File: src/rtl/queue_ctrl_2x55.sv
// queue_ctrl_2x55: pointer and full/empty control for a 2-entry, 55-bit ready/valid
// queue built around the external ram_2x55 macro (1 write port, 1 read port).
// The macro is instantiated by the parent; this block drives its W0/R0 ports.
//
// Optional build macro: QUEUE_CTRL_FLOW_EN
//   When defined, an empty queue forwards io_enq_bits straight to the dequeue side in
//   the same cycle. If the consumer takes it, nothing is written to the RAM.
module queue_ctrl_2x55 (
    input  logic        clock,
    input  logic        reset,
    input  logic        io_flush,
    input  logic        io_enq_valid,
    output logic        io_enq_ready,
    input  logic [54:0] io_enq_bits,
    output logic        io_deq_valid,
    input  logic        io_deq_ready,
    output logic [54:0] io_deq_bits,
    output logic [1:0]  io_count,
    output logic        ram_W0_addr,
    output logic        ram_W0_en,
    output logic [54:0] ram_W0_data,
    output logic        ram_R0_addr,
    output logic        ram_R0_en,
    input  logic [54:0] ram_R0_data
);

    logic enq_ptr_q, enq_ptr_d;
    logic deq_ptr_q, deq_ptr_d;
    logic maybe_full_q, maybe_full_d;

    logic clear;
    logic match;
    logic empty;
    logic full;
    logic bypass;
    logic do_enq;
    logic do_deq;
    logic ram_enq;
    logic ram_deq;

    assign clear = reset | io_flush;
    assign match = (enq_ptr_q == deq_ptr_q);
    assign empty = match & ~maybe_full_q;
    assign full  = match & maybe_full_q;

`ifdef QUEUE_CTRL_FLOW_EN
    // Same-cycle forwarding is only possible while the RAM holds nothing.
    assign bypass = empty & io_enq_valid & ~clear;
`else
    assign bypass = 1'b0;
`endif

    // Handshakes, macro drive and dequeue data; clear suppresses every transfer.
    always_comb begin
        io_enq_ready = ~full & ~clear;
        io_deq_valid = (~empty | bypass) & ~clear;
        do_enq       = io_enq_valid & io_enq_ready;
        do_deq       = io_deq_valid & io_deq_ready;

        // A bypassed item that is consumed immediately never touches the RAM.
        ram_enq      = do_enq & ~(bypass & io_deq_ready);
        ram_deq      = do_deq & ~bypass;

        ram_W0_en    = ram_enq;
        ram_W0_addr  = enq_ptr_q;
        ram_W0_data  = io_enq_bits;
        ram_R0_en    = ~empty & ~reset;
        ram_R0_addr  = deq_ptr_q;

        // Read data is only trusted while R0 is enabled, so X never escapes.
        io_deq_bits = 55'h0;
        if (bypass) begin
            io_deq_bits = io_enq_bits;
        end else if (io_deq_valid) begin
            io_deq_bits = ram_R0_data;
        end

        if (reset) begin
            io_count = 2'd0;
        end else if (full) begin
            io_count = 2'd2;
        end else if (empty) begin
            io_count = 2'd0;
        end else begin
            io_count = 2'd1;
        end
    end

    // Next-state for pointers and the full/empty disambiguation bit.
    always_comb begin
        enq_ptr_d    = enq_ptr_q ^ ram_enq;
        deq_ptr_d    = deq_ptr_q ^ ram_deq;
        maybe_full_d = maybe_full_q;
        if (ram_enq && !ram_deq) begin
            maybe_full_d = 1'b1;
        end else if (ram_deq && !ram_enq) begin
            maybe_full_d = 1'b0;
        end
    end

    // State registers; reset and flush both return the queue to empty.
    always_ff @(posedge clock) begin
        if (clear) begin
            enq_ptr_q    <= 1'b0;
            deq_ptr_q    <= 1'b0;
            maybe_full_q <= 1'b0;
        end else begin
            enq_ptr_q    <= enq_ptr_d;
            deq_ptr_q    <= deq_ptr_d;
            maybe_full_q <= maybe_full_d;
        end
    end

endmodule

File: config.mk
export PLATFORM = sky130hd
export DESIGN_NAME = queue_ctrl_2x55
export DESIGN_NICKNAME = d
export VERILOG_FILES = /design/src/rtl/queue_ctrl_2x55.sv
export SDC_FILE = /design/constraint.sdc
export NUM_CORES = 1
export LEC_CHECK = 0
export BUFFER_PORTS_ARGS = -buffer_cell sky130_fd_sc_hd__buf_2
export CELL_PAD_IN_SITES_DETAIL_PLACEMENT = 0
export CELL_PAD_IN_SITES_GLOBAL_PLACEMENT = 2
export CORE_AREA = 2 2 89 155
export CTS_CLUSTER_SIZE = 10
export DETAILED_ROUTE_END_ITERATION = 10
export DIE_AREA = 0 0 91 157
export HOLD_SLACK_MARGIN = 0.06
export PLACE_DENSITY_LB_ADDON = 0.1
export SYNTH_ARGS = -nofsm -noshare
export SYNTH_HDL_FRONTEND = slang
export SYNTH_SLANG_ARGS = --single-unit
File: constraint.sdc
create_clock -name clock -period 2.09 [get_ports clock]
set_input_delay 0 -clock clock [delete_from_list [all_inputs] [get_ports clock]]
set_output_delay 0 -clock clock [all_outputs]
set_load 0.005 [all_outputs]
==> metrics.md, run 1 <==
| Metric | Value |
|---|---|
| Run status | `completed` |
| Largest net degree at the start of global routing | `37` |
| Tightest Pin Transition | `414.9 ps` |
| Clock edge transition at the registers on the reported setup and hold paths | `30 ps` |
| Max-cap viol count | `0` |
| Area of combinational cells with multiple inputs | `719.4 um2` |
| Placed insts | `380` |
| N_diodes | `0` |
| Fillcell total | `1518` |
| Worst Clk Skew | `0.5562 ps` |
| Number of global-route vias before repair | `1630` |
| Nets | `386` |
| Critical path data arrival time | `1630 ps` |
| Leading post-synthesis cells by instance count | `sky130_fd_sc_hd__buf_4, sky130_fd_sc_hd__o211a_1, sky130_fd_sc_hd__clkbuf_1` |
| Maximum vdd drop | `0.2270 mV` |
| Fin cells | `440` |
| Maximum fanout along the worst path | `35` |
| Via density per instance | `3.786` |
| Average wire per cell in the routed design | `15.35 um` |
| Setup-violating endpoint count in the final report | `0` |
| Total negative slack | `0 ps` |
| Hold path startpoint | `io_enq_valid` |
| Clock root cell | `sky130_fd_sc_hd__clkbuf_16` |
| Worst Setup End Kind | `primary output` |
| Syn nets | `270` |
| Pins Over Slew Limit | `0` |
| Path category of the worst min-delay check | `input pin to flip-flop` |
| RSZ-0062 raised after global routing | `false` |
| Synth top area cells | `sky130_fd_sc_hd__o211a_1, sky130_fd_sc_hd__buf_4, sky130_fd_sc_hd__dfxtp_1` |
| Normalized max-slew margin | `72.34%` |
| Cts bufs inserted | `3` |
| Clk Latency, worst-skew pair | `230 ps` |
| Fraction of layout instances using a drive strength above 1 | `50.93%` |
| Count of boundary I/O pins | `233` |
| Die boundary width | `91 um` |
| Required time of the critical path | `2090 ps` |
| Ratio of final minimum period to clock period | `78.19%` |
| Cell-by-cell listing of the critical path | `xor2_4 > buf_4 > o211a_1 > buf_2` |
| Initial antenna violation count | `0` |
| Post-CTS setup buffers | `0` |
| Synth async-reset ratio | `0%` |
| Synthesized-area fraction occupied by and/or/nand/nor cells | `4.305%` |
| Achievable clock frequency | `611.9 MHz` |
| HPWL reported at the end of detailed placement | `4719 um` |
| Startpoint of the lowest-slack register-to-register path | `ram_R0_addr` |
| Standard cell core area | `0.01294 mm2` |
| Critical setup path kind | `flip-flop to primary output` |
| Global-route total usage across every layer | `8.189%` |
| Count of endpoints failing hold in the final timing report | `0` |
| Cell area power density | `284.6 mW/mm2` |
| Multiplexer share of the synthesized area | `0.7828%` |
| Combinational family with the most area after synthesis | `compound AO/OA/AOI/OAI gates` |
| Critical Path Start Type | `flip-flop` |
| Number of different library cells in the post-synthesis netlist | `22` |
| Wire length of the first global-routing pass | `9197 um` |
| Sequential-to-total area share from yosys stat | `4.697%` |
| Routed WL | `6755 um` |
| Number of synthesized register bits | `3` |
| Max Buffers Root-to-Sink | `2` |
| Util after Layout | `17.79%` |
| Synthesized instance count | `154` |
| Clock sink total | `3` |
| Number of vias after detailed routing | `1666` |
| Xor-xnor portion of the synthesized cell area | `1.370%` |
| Storage element area | `61.31 um2` |
| Total overflow reported by the global router | `0` |
| Summed instance area of the synthesized netlist | `0.001279 mm2` |
| Mean area per synthesized cell | `8.303 um2` |
| Synth Area in Adders | `0.9785%` |
| Slowest-stage cell, CP | `sky130_fd_sc_hd__dfxtp_1` |
| Area growth from synthesis to layout | `79.94%` |
| TritonCTS clock tree | `built` |
| Top-area cell type share of the netlist area | `43.05%` |
| GP Congestion | `0.6567` |
| Number of design rule violations left after detail routing | `0` |
| Die Ht | `157 um` |
| Static power due to leakage | `1.758 nW` |
| Antenna-violating nets left | `0` |
| Launching element of the worst setup path | `ram_R0_addr` |
| Die Footprint | `0.01429 mm2` |
| IO Port Bufs | `122` |
| Most common cell in the synthesized netlist | `sky130_fd_sc_hd__buf_4` |
| Minimum clock period after layout | `1634 ps` |
| Rows | `55` |
| Compound-Gate Fraction of Synth Area | `46.77%` |
| Delay of the slowest cell on the worst path | `500 ps` |
| Yosys top cell by area | `sky130_fd_sc_hd__o211a_1` |
| Effective utilization at floorplan | `9.884%` |
| CTS H-Tree Depth | `1` |
| Number of synthesis warnings | `0` |
| EDFF count, synth | `0` |
| Count of routing violations after the opening detailed-route iteration | `47` |
| Number of detailed-routing iterations run before antenna repair | `4` |
| Flip-flop cell with the highest count after synthesis | `sky130_fd_sc_hd__dfxtp_1` |
[timing repair]
action	4_1_cts	5_1_grt
endpoints found under the hold margin	56	0
resized for setup	0	0
endpoints found under the setup margin	0	0
hold buffers	56	0
[final timing paths]
| path | endpoint | depth (start not counted) | slack, ps |
|---|---|---|---|
| max | io_deq_bits[22] | 4 | 460 |
| min | ram_W0_addr | 3 | 160 |
| max reg2reg | maybe_full_q | 5 | 520 |
| min reg2reg | ram_R0_addr | 2 | 630 |
[kinds of logic after synthesis]
kind of cell             Yosys count
buffers and inverters             75
AO/OA/AOI/OAI                     62
AND/OR/NAND/NOR                   10
flip-flops                         3
XOR/XNOR                           2
multiplexers                       1
adder cells (fa/ha/maj)            1
[flip-flops by register name, indices dropped and copies added (netlist names)]
signal and count:
maybe_full_q 1, ram_R0_addr 1, ram_W0_addr 1
[critical path, delay by kind of cell, from the launching register on]
kind / cells / cell delay, ps
flip-flops: 1 / 500
buffers and inverters: 2 / 490
AO/OA/AOI/OAI: 1 / 200
XOR/XNOR: 1 / 210
[stage by stage]
stage	power [mW]	area [um2]	worst slack [ps]	hold WS (ps)
2_1_floorplan	0.2344	1279	468.9	27.65
3_3_place_gp	0.2580	1662	588.3	0.03458
3_5_place_dp	0.2531	1662	541.8	0.03458
4_1_cts	0.6616	2301	417.3	158.8
5_1_grt	0.6861	2301	322.2	185.4
6_report	0.6548	2301	455.7	158.2
[cell type report]
cell class	instances	share of cell area, %
inverter	1	0.1631
sequential	3	2.664
tap	171	9.299
multi-input combinational	76	31.27
timing repair buffer	185	53.18
clock buffer	4	3.426
[per-layer routing]
metal / track usage, % / vias to the layer above / routed length, um
li1: - / 743 / -
met1: 6.721 / 756 / 2050
met2: 18.31 / 156 / 3967
met3: 1.436 / 11 / 582
met4: 2.958 / 0 / 154
met5: 0 / - / 0
[placed cells by master (no fill, tap or decap), drive strengths merged, types with 2 or more instances in the layout]
cell type    Yosys  final
buf             66    129
nand2b           2      2
dlygate4sd3      0     56
a21oi            3      3
clkbuf           8      4
nor2             4      4
dfxtp            3      3
o211a           55     55
[power breakdown]
| part | switching [mW] | total [mW] | internal, mW |
|---|---|---|---|
| Clock | 0.0554 | 0.307 | 0.252 |
| Combinational | 0.126 | 0.284 | 0.157 |
| Sequential | 0.00422 | 0.0637 | 0.0595 |
| Total | 0.186 | 0.655 | 0.469 |
(Power assumes the default switching activity.)
==> run 2: changes to the inputs <==
- ABC_AREA: not set -> 1
- CORE_AREA: 2 2 89 155 -> 2 2 84 147
- DIE_AREA: 0 0 91 157 -> 0 0 86 149
- clock period: 2.09 -> 1.3 ns (I/O delays scaled with it)
==> run 2 against run 1 <==
Net effect:
- the flow now finishes with violations (negative setup slack)
- die area fell by 10%
- hold slack got worse by 84 ps
- critical path depth increased by 3
- sequential cell count unchanged
==> metrics.md, run 2 <==
| Metric | Value |
|---|---|
| Sequential-to-total area share from yosys stat | `5.275% (+0.58 points)` |
| Hold path startpoint | `io_flush` |
| Ratio of final minimum period to clock period | `102.9%` |
| Cts bufs inserted | `3 (unchanged)` |
| Number of vias after detailed routing | `1533 (-8.0%)` |
| Standard cell core area | `0.01174 mm2 (-9.3%)` |
| Setup-violating endpoint count in the final report | `46 (+46)` |
| Maximum fanout along the worst path | `9 (-74%)` |
| Overall power | `0.9839 mW (+50%)` |
| Startpoint of the lowest-slack register-to-register path | `ram_W0_addr` |
| Effective utilization at floorplan | `9.700% (-0.18 points)` |
| EDFF count, synth | `0 (unchanged)` |
| Worst reg2reg path depth | `8 (+3)` |
| Leading post-synthesis cells by instance count | `sky130_fd_sc_hd__inv_1, sky130_fd_sc_hd__buf_4, sky130_fd_sc_hd__nor2_1` |
| Failing checks | `negative setup slack` |
| TritonCTS clock tree | `built` |
| Run status | `complete, but fails checks` |
| Clk Latency, worst-skew pair | `230 ps (about the same)` |
| Worst Setup End Kind | `primary output` |
| Number of global-route vias before repair | `1301 (-20%)` |
| Hold worst-path end | `ram_W0_addr` |
| Wire length of the first global-routing pass | `6313 um (-31%)` |
| Critical path data arrival time | `1340 ps (-290 ps)` |
| Met2 wire len | `3348 um (-16%)` |
| Antenna-violating nets left | `0 (unchanged)` |
| Clock root cell | `sky130_fd_sc_hd__clkbuf_16` |
| Yosys top cell by area | `sky130_fd_sc_hd__buf_4` |
| Syn nets | `323 (+20%)` |
| Global-route total usage across every layer | `6.237% (-2.0 points)` |
| Max-cap viol count | `0 (unchanged)` |
| Max Buffers Root-to-Sink | `2 (unchanged)` |
| Clock sink total | `3 (unchanged)` |
| Count of routing violations after the opening detailed-route iteration | `8 (-83%)` |
| Instance area after placement | `0.001519 mm2 (-8.6%)` |
| Cell area power density | `402.5 mW/mm2 (+41%)` |
| Flip-flop cell with the highest count after synthesis | `sky130_fd_sc_hd__dfxtp_1` |
| Synthesized instance count | `207 (+34%)` |
| Synth async-reset ratio | `0% (unchanged)` |
| Post-Place Setup Slack | `1.157 ps (-540.7 ps)` |
| Mean area per synthesized cell | `5.500 um2 (-34%)` |
| IO Port Bufs | `122 (unchanged)` |
| Worst Clk Skew | `3.445 ps (+2.889 ps)` |
| Largest net degree at the start of global routing | `36 (-2.7%)` |
| Capturing point of the worst reg2reg path | `maybe_full_q` |
| Count of endpoints failing hold in the final timing report | `0 (unchanged)` |
| Fin area | `0.002445 mm2 (+6.3%)` |
| N_diodes | `0 (unchanged)` |
| Achievable clock frequency | `747.6 MHz` |
| GP Congestion | `0.6723 (+2.4%)` |
| Static power due to leakage | `1.512 nW (-14%)` |
| Post-route worst hold slack | `74.12 ps (-84.06 ps)` |
| Number of design rule violations left after detail routing | `0 (unchanged)` |
| Slack of the critical path | `-37.59 ps (-493.3 ps)` |
| Fraction of layout instances using a drive strength above 1 | `52.94% (+2.0 points)` |
| Routed WL | `5493 um (-19%)` |
| Critical setup path kind | `flip-flop to primary output` |
| Nets | `457 (+18%)` |
| Met3 wire length | `453 um (-22%)` |
| Path category of the worst min-delay check | `input pin to flip-flop` |
| Die Ht | `149 um (-5.1%)` |
| Pins Over Slew Limit | `0 (unchanged)` |
| Minimum clock period after layout | `1338 ps` |
| Most common cell in the synthesized netlist | `sky130_fd_sc_hd__inv_1` |
| Top layer used by detailed routing | `met3` |
| Util after Layout | `20.83% (+3.0 points)` |
| DRT met1 WL | `1691 um (-18%)` |
| HPWL reported at the end of detailed placement | `3588 um (-24%)` |
| Number of synthesized register bits | `3 (unchanged)` |
| Rows | `53 (-3.6%)` |
| Summed instance area of the synthesized netlist | `0.001139 mm2 (-11%)` |
| Normalized max-slew margin | `87.80% (+15 points)` |
| Slack of the worst reg-to-reg path | `50 ps (-470 ps)` |
| Average wire per cell in the routed design | `11.52 um (-25%)` |
| Clock edge transition at the registers on the reported setup and hold paths | `30 ps (about the same)` |
| Tightest Pin Transition | `182.6 ps (-232.3 ps)` |
| Worst hold path depth | `4 (+1)` |
| RSZ-0062 raised after global routing | `true` |
| Required time of the critical path | `1300 ps (-790 ps)` |
| Count of boundary I/O pins | `233 (unchanged)` |
| Total overflow reported by the global router | `0 (unchanged)` |
| Maximum vdd drop | `0.5335 mV (+140%)` |
| Area growth from synthesis to layout | `114.7%` |
| CTS H-Tree Depth | `1 (unchanged)` |
| Die Footprint | `0.01281 mm2 (-10%)` |
| Via density per instance | `3.214 (-15%)` |
| Most frequent cells in the layout | `sky130_fd_sc_hd__buf_2, sky130_fd_sc_hd__inv_1, sky130_fd_sc_hd__dlygate4sd3_1` |
| Number of different library cells in the post-synthesis netlist | `17 (-23%)` |
| Initial antenna violation count | `0 (unchanged)` |
| Number of detailed-routing iterations run before antenna repair | `4 (unchanged)` |
| Most frequent standard cell in the layout excluding fill and tap cells | `sky130_fd_sc_hd__buf_2` |
| Synth top area cells | `sky130_fd_sc_hd__buf_4, sky130_fd_sc_hd__inv_1, sky130_fd_sc_hd__nor2_1` |
| Critical Path Start Type | `flip-flop` |
| Die boundary width | `86 um (-5.5%)` |
| Number of synthesis warnings | `0 (unchanged)` |
| Top-area cell type share of the netlist area | `36.26% (-6.8 points)` |
[run 2: cell count changes after synthesis, moves of 3 or more]
cell	change
sky130_fd_sc_hd__nand2_2	+3
sky130_fd_sc_hd__nor2_2	+10
sky130_fd_sc_hd__nand2_1	+6
sky130_fd_sc_hd__inv_1	+63
sky130_fd_sc_hd__clkbuf_1	-8
sky130_fd_sc_hd__buf_2	-5
sky130_fd_sc_hd__nand3_1	+3
sky130_fd_sc_hd__o211a_1	-55
sky130_fd_sc_hd__nor2_1	+44
[run 2: logic make-up after synthesis]
family                   synth area share [%]
adder cells (fa/ha/maj)                 1.099
AND/OR/NAND/NOR                         29.23
flip-flops                              5.275
AO/OA/AOI/OAI                           1.318
buffers and inverters                   63.08
[run 2: timing repair]
item / in CTS / in global routing
pin swaps: 0 / 2
hold endpoints to repair: 55 / 0
hold buffers: 55 / 0
cloned: 0 / 5
gates resized for setup: 2 / 44
endpoints found under the setup margin: 57 / 57
setup buffers: 1 / 0
[run 2: where the power goes]
group,switching (mW),internal (mW),leakage [nW]
clock,0.0899,0.405,0.0382
sequential,0.00209,0.0909,0.0258
combinational,0.157,0.239,1.45
total,0.249,0.735,1.51
[run 2: per-stage QoR]
stage	instances	TNS [ps]
after global routing	477	-4457
final	477	-923.8
after global placement	412	0
after detailed placement	412	0
after CTS	472	-2343
after floorplan	207	0
[run 2: worst max path at each step]
stage	startpoint	endpoint	slack, ps	depth (start not counted)
2_1_floorplan	ram_W0_addr	maybe_full_q	30	8
3_3_place_gp	ram_R0_addr	maybe_full_q	5	8
3_5_place_dp	ram_R0_addr	maybe_full_q	1	8
4_1_cts	ram_W0_addr	io_deq_bits[27]	-70	7
5_1_grt	ram_R0_addr	io_deq_bits[34]	-110	7
6_report	ram_R0_addr	io_deq_bits[20]	-40	7
[run 2: per-layer routing]
| layer | global-route usage [%] | vias to the layer above |
|---|---|---|
| li1 | - | 781 |
| met1 | 5.576 | 663 |
| met2 | 13.68 | 89 |
| met3 | 1.384 | 0 |
| met4 | 0.7143 | 0 |
| met5 | 0 | - |
[run 2: area by class of cell]
cell class                 count  area, um2
clock buffer                   4      78.83
inverter                      65      249.0
sequential                     3      67.56
fill                        1323       9293
timing repair buffer         190       1386
tap                          137      171.4
multi-input combinational     78      491.7
[run 2: critical path, cell delays in order, from the launching register on]
cell	delay [ps]
sky130_fd_sc_hd__dfxtp_4	370
sky130_fd_sc_hd__inv_4	40
sky130_fd_sc_hd__nand2_4	70
sky130_fd_sc_hd__nand3_4	110
sky130_fd_sc_hd__nand2_8	160
sky130_fd_sc_hd__clkbuf_16	190
sky130_fd_sc_hd__nor2_2	30
sky130_fd_sc_hd__buf_2	130
==> run 3: changes to the inputs <==
- TNS_END_PERCENT: not set -> 5
==> run 3 against run 2 <==
Net effect:
- the run still ends with negative setup slack left
- largest cell class unchanged
- clock skew is 0.57 ps higher
- setup slack hardly changed
- largest power group unchanged
- register-to-register slack hardly changed
- global-route usage hardly changed
- sequential cell count stayed put
- maximum frequency hardly changed
- final cell count is 0.21% lower
- critical path type unchanged
==> metrics.md, run 3 (synthesis gave the netlist of run 2 again) <==
| Metric | Value |
|---|---|
| Clock root cell | `sky130_fd_sc_hd__clkbuf_16` |
| Delay of the slowest cell on the worst path | `370 ps (about the same)` |
| Required time of the critical path | `1300 ps (about the same)` |
| Via density per instance | `3.225 (+0.34%)` |
| N_diodes | `0 (unchanged)` |
| Run status | `complete, but fails checks` |
| CTS H-Tree Depth | `1 (unchanged)` |
| Failing checks | `negative setup slack` |
| Critical Path Start Type | `flip-flop` |
| Achievable clock frequency | `747.6 MHz (about the same)` |
| Max-cap viol count | `0 (unchanged)` |
| GP Congestion | `0.6723 (unchanged)` |
| Cts bufs inserted | `3 (unchanged)` |
| Critical setup path kind | `flip-flop to primary output` |
| Clock sink total | `3 (unchanged)` |
| Count of endpoints failing hold in the final timing report | `0 (unchanged)` |
| Util after Layout | `20.43% (-0.39 points)` |
| Cell-by-cell listing of the critical path | `inv_4 > nand2_4 > nand3_4 > nand2_8 > clkbuf_16 > nor2_2 > buf_2` |
| Nets | `456 (-0.22%)` |
| IO Port Bufs | `122 (unchanged)` |
| Fin area | `0.002399 mm2 (-1.9%)` |
| Fillcell total | `1330 (+0.53%)` |
| Routed WL | `5444 um (-0.89%)` |
| Ratio of final minimum period to clock period | `102.9% (about the same)` |
| Most frequent cells in the layout | `sky130_fd_sc_hd__buf_2, sky130_fd_sc_hd__inv_1, sky130_fd_sc_hd__dlygate4sd3_1` |
| Pins Over Slew Limit | `0 (unchanged)` |
| Largest delay share family, worst path | `simple AND/OR/NAND/NOR gates` |
| Number of design rule violations left after detail routing | `0 (unchanged)` |
| Maximum vdd drop | `0.5332 mV (about the same)` |
| Slack of the critical path | `-37.70 ps (-0.1145 ps)` |
| RSZ-0062 raised after global routing | `true` |
| Worst Clk Skew | `4.011 ps (+0.5655 ps)` |
| Effective utilization at floorplan | `9.700% (unchanged)` |
| Maximum fanout along the worst path | `9 (unchanged)` |
| Rows | `53 (unchanged)` |
| Largest net degree at the start of global routing | `36 (unchanged)` |
| Most frequent standard cell in the layout excluding fill and tap cells | `sky130_fd_sc_hd__buf_2` |
| Minimum clock period after layout | `1338 ps (+0.1145 ps)` |
| Critical path data arrival time | `1340 ps (about the same)` |
| Clk Latency, worst-skew pair | `230 ps (about the same)` |
| HPWL reported at the end of detailed placement | `3588 um (unchanged)` |
| Count of routing violations after the opening detailed-route iteration | `11 (+3)` |
| Post-CTS setup buffers | `0 (-1)` |
| Number of vias after detailed routing | `1535 (+0.13%)` |
| Die Ht | `149 um (unchanged)` |
| Bufs and invs on worst path | `3 (unchanged)` |
| Fraction of layout instances using a drive strength above 1 | `52.80% (-0.14 points)` |
| Instance area after placement | `0.001519 mm2 (unchanged)` |
| Tightest Pin Transition | `182.5 ps (-0.02396 ps)` |
| Static power due to leakage | `1.505 nW (-0.47%)` |
| Path category of the worst min-delay check | `input pin to flip-flop` |
| TritonCTS clock tree | `built` |
| Average wire per cell in the routed design | `11.44 um (-0.68%)` |
| Setup-violating endpoint count in the final report | `46 (unchanged)` |
| Overall power | `0.9797 mW (-0.43%)` |
| Wire length of the first global-routing pass | `6306 um (-0.11%)` |
| Initial antenna violation count | `0 (unchanged)` |
| Count of boundary I/O pins | `233 (unchanged)` |
| Area growth from synthesis to layout | `110.7%` |
| Clock edge transition at the registers on the reported setup and hold paths | `30 ps (about the same)` |
| Total overflow reported by the global router | `0 (unchanged)` |
| Worst Setup End Kind | `primary output` |
| Standard cell core area | `0.01174 mm2 (unchanged)` |
| Max Buffers Root-to-Sink | `2 (unchanged)` |
| Slowest-stage cell, CP | `sky130_fd_sc_hd__dfxtp_4` |
| Die Footprint | `0.01281 mm2 (unchanged)` |
| Die boundary width | `86 um (unchanged)` |
| Number of detailed-routing iterations run before antenna repair | `4 (unchanged)` |
| Cell area power density | `408.5 mW/mm2 (+1.5%)` |
| Number of global-route vias before repair | `1296 (-0.38%)` |
| Antenna-violating nets left | `0 (unchanged)` |
| Normalized max-slew margin | `87.80% (about the same)` |
| Global-route total usage across every layer | `6.226% (-0.011 points)` |
## run 3: final cells by class
cell class	count	area [um2]	area share [%]
inverter	65	249.0	10.38
sequential	3	67.56	2.817
timing repair buffer	189	1360	56.70
multi-input combinational	78	471.7	19.67
tap	137	171.4	7.147
clock buffer	4	78.83	3.286
## run 3: timing repair
| action | CTS | global route |
|---|---|---|
| gates resized for setup | 2 | 37 |
| endpoints found under the hold margin | 55 | 0 |
| cloned | 0 | 5 |
| hold buffers | 55 | 0 |
| setup endpoints to repair | 57 | 57 |
| pin swaps | 0 | 2 |
## run 3: final timing paths
| kind | start | endpoint | slack (ps) | depth (start not counted) |
|---|---|---|---|---|
| max | ram_R0_addr | io_deq_bits[20] | -40 | 7 |
| min | io_flush | ram_W0_addr | 70 | 4 |
| max reg2reg | ram_W0_addr | maybe_full_q | 60 | 8 |
| min reg2reg | maybe_full_q | maybe_full_q | 540 | 2 |
## run 3: report_power, final
part           leakage, nW  switching [mW]  total [mW]  internal (mW)
Clock               0.0382          0.0913       0.497          0.405
Combinational         1.44           0.154       0.390          0.236
Sequential          0.0258         0.00205      0.0929         0.0909
Total                 1.50           0.247       0.980          0.733
## run 3: through the flow
step	hold WS (ps)	setup TNS, ps	std cells	setup slack (ps)
3_5_place_dp	0.03458	0	412	1.157
5_1_grt	97.84	-4266	476	-103.3
3_3_place_gp	0.03458	0	412	4.944
6_report	74.15	-933.2	476	-37.70
2_1_floorplan	27.65	0	207	25.11
4_1_cts	77.66	-2350	471	-67.25
## run 3: worst reg2reg max path, cell delays in order (launching register included)
cell and delay (ps):
sky130_fd_sc_hd__dfxtp_4 370, sky130_fd_sc_hd__inv_4 40, sky130_fd_sc_hd__nand2_4 70, sky130_fd_sc_hd__nand3_2 100, sky130_fd_sc_hd__nand3_1 110, sky130_fd_sc_hd__inv_2 60, sky130_fd_sc_hd__ha_4 230, sky130_fd_sc_hd__o21ai_1 110
sky130_fd_sc_hd__a21oi_1 50
## run 3: routing by layer
layer / share of wire (%) / global-route usage (%) / vias to the layer above / wire (um)
met4: 0.42 / 0.7143 / 0 / 23
met1: 31 / 5.610 / 659 / 1662
met5: 0 / 0 / - / 0
met3: 8.4 / 1.384 / 2 / 457
met2: 61 / 13.60 / 92 / 3300
li1: - / - / 782 / -
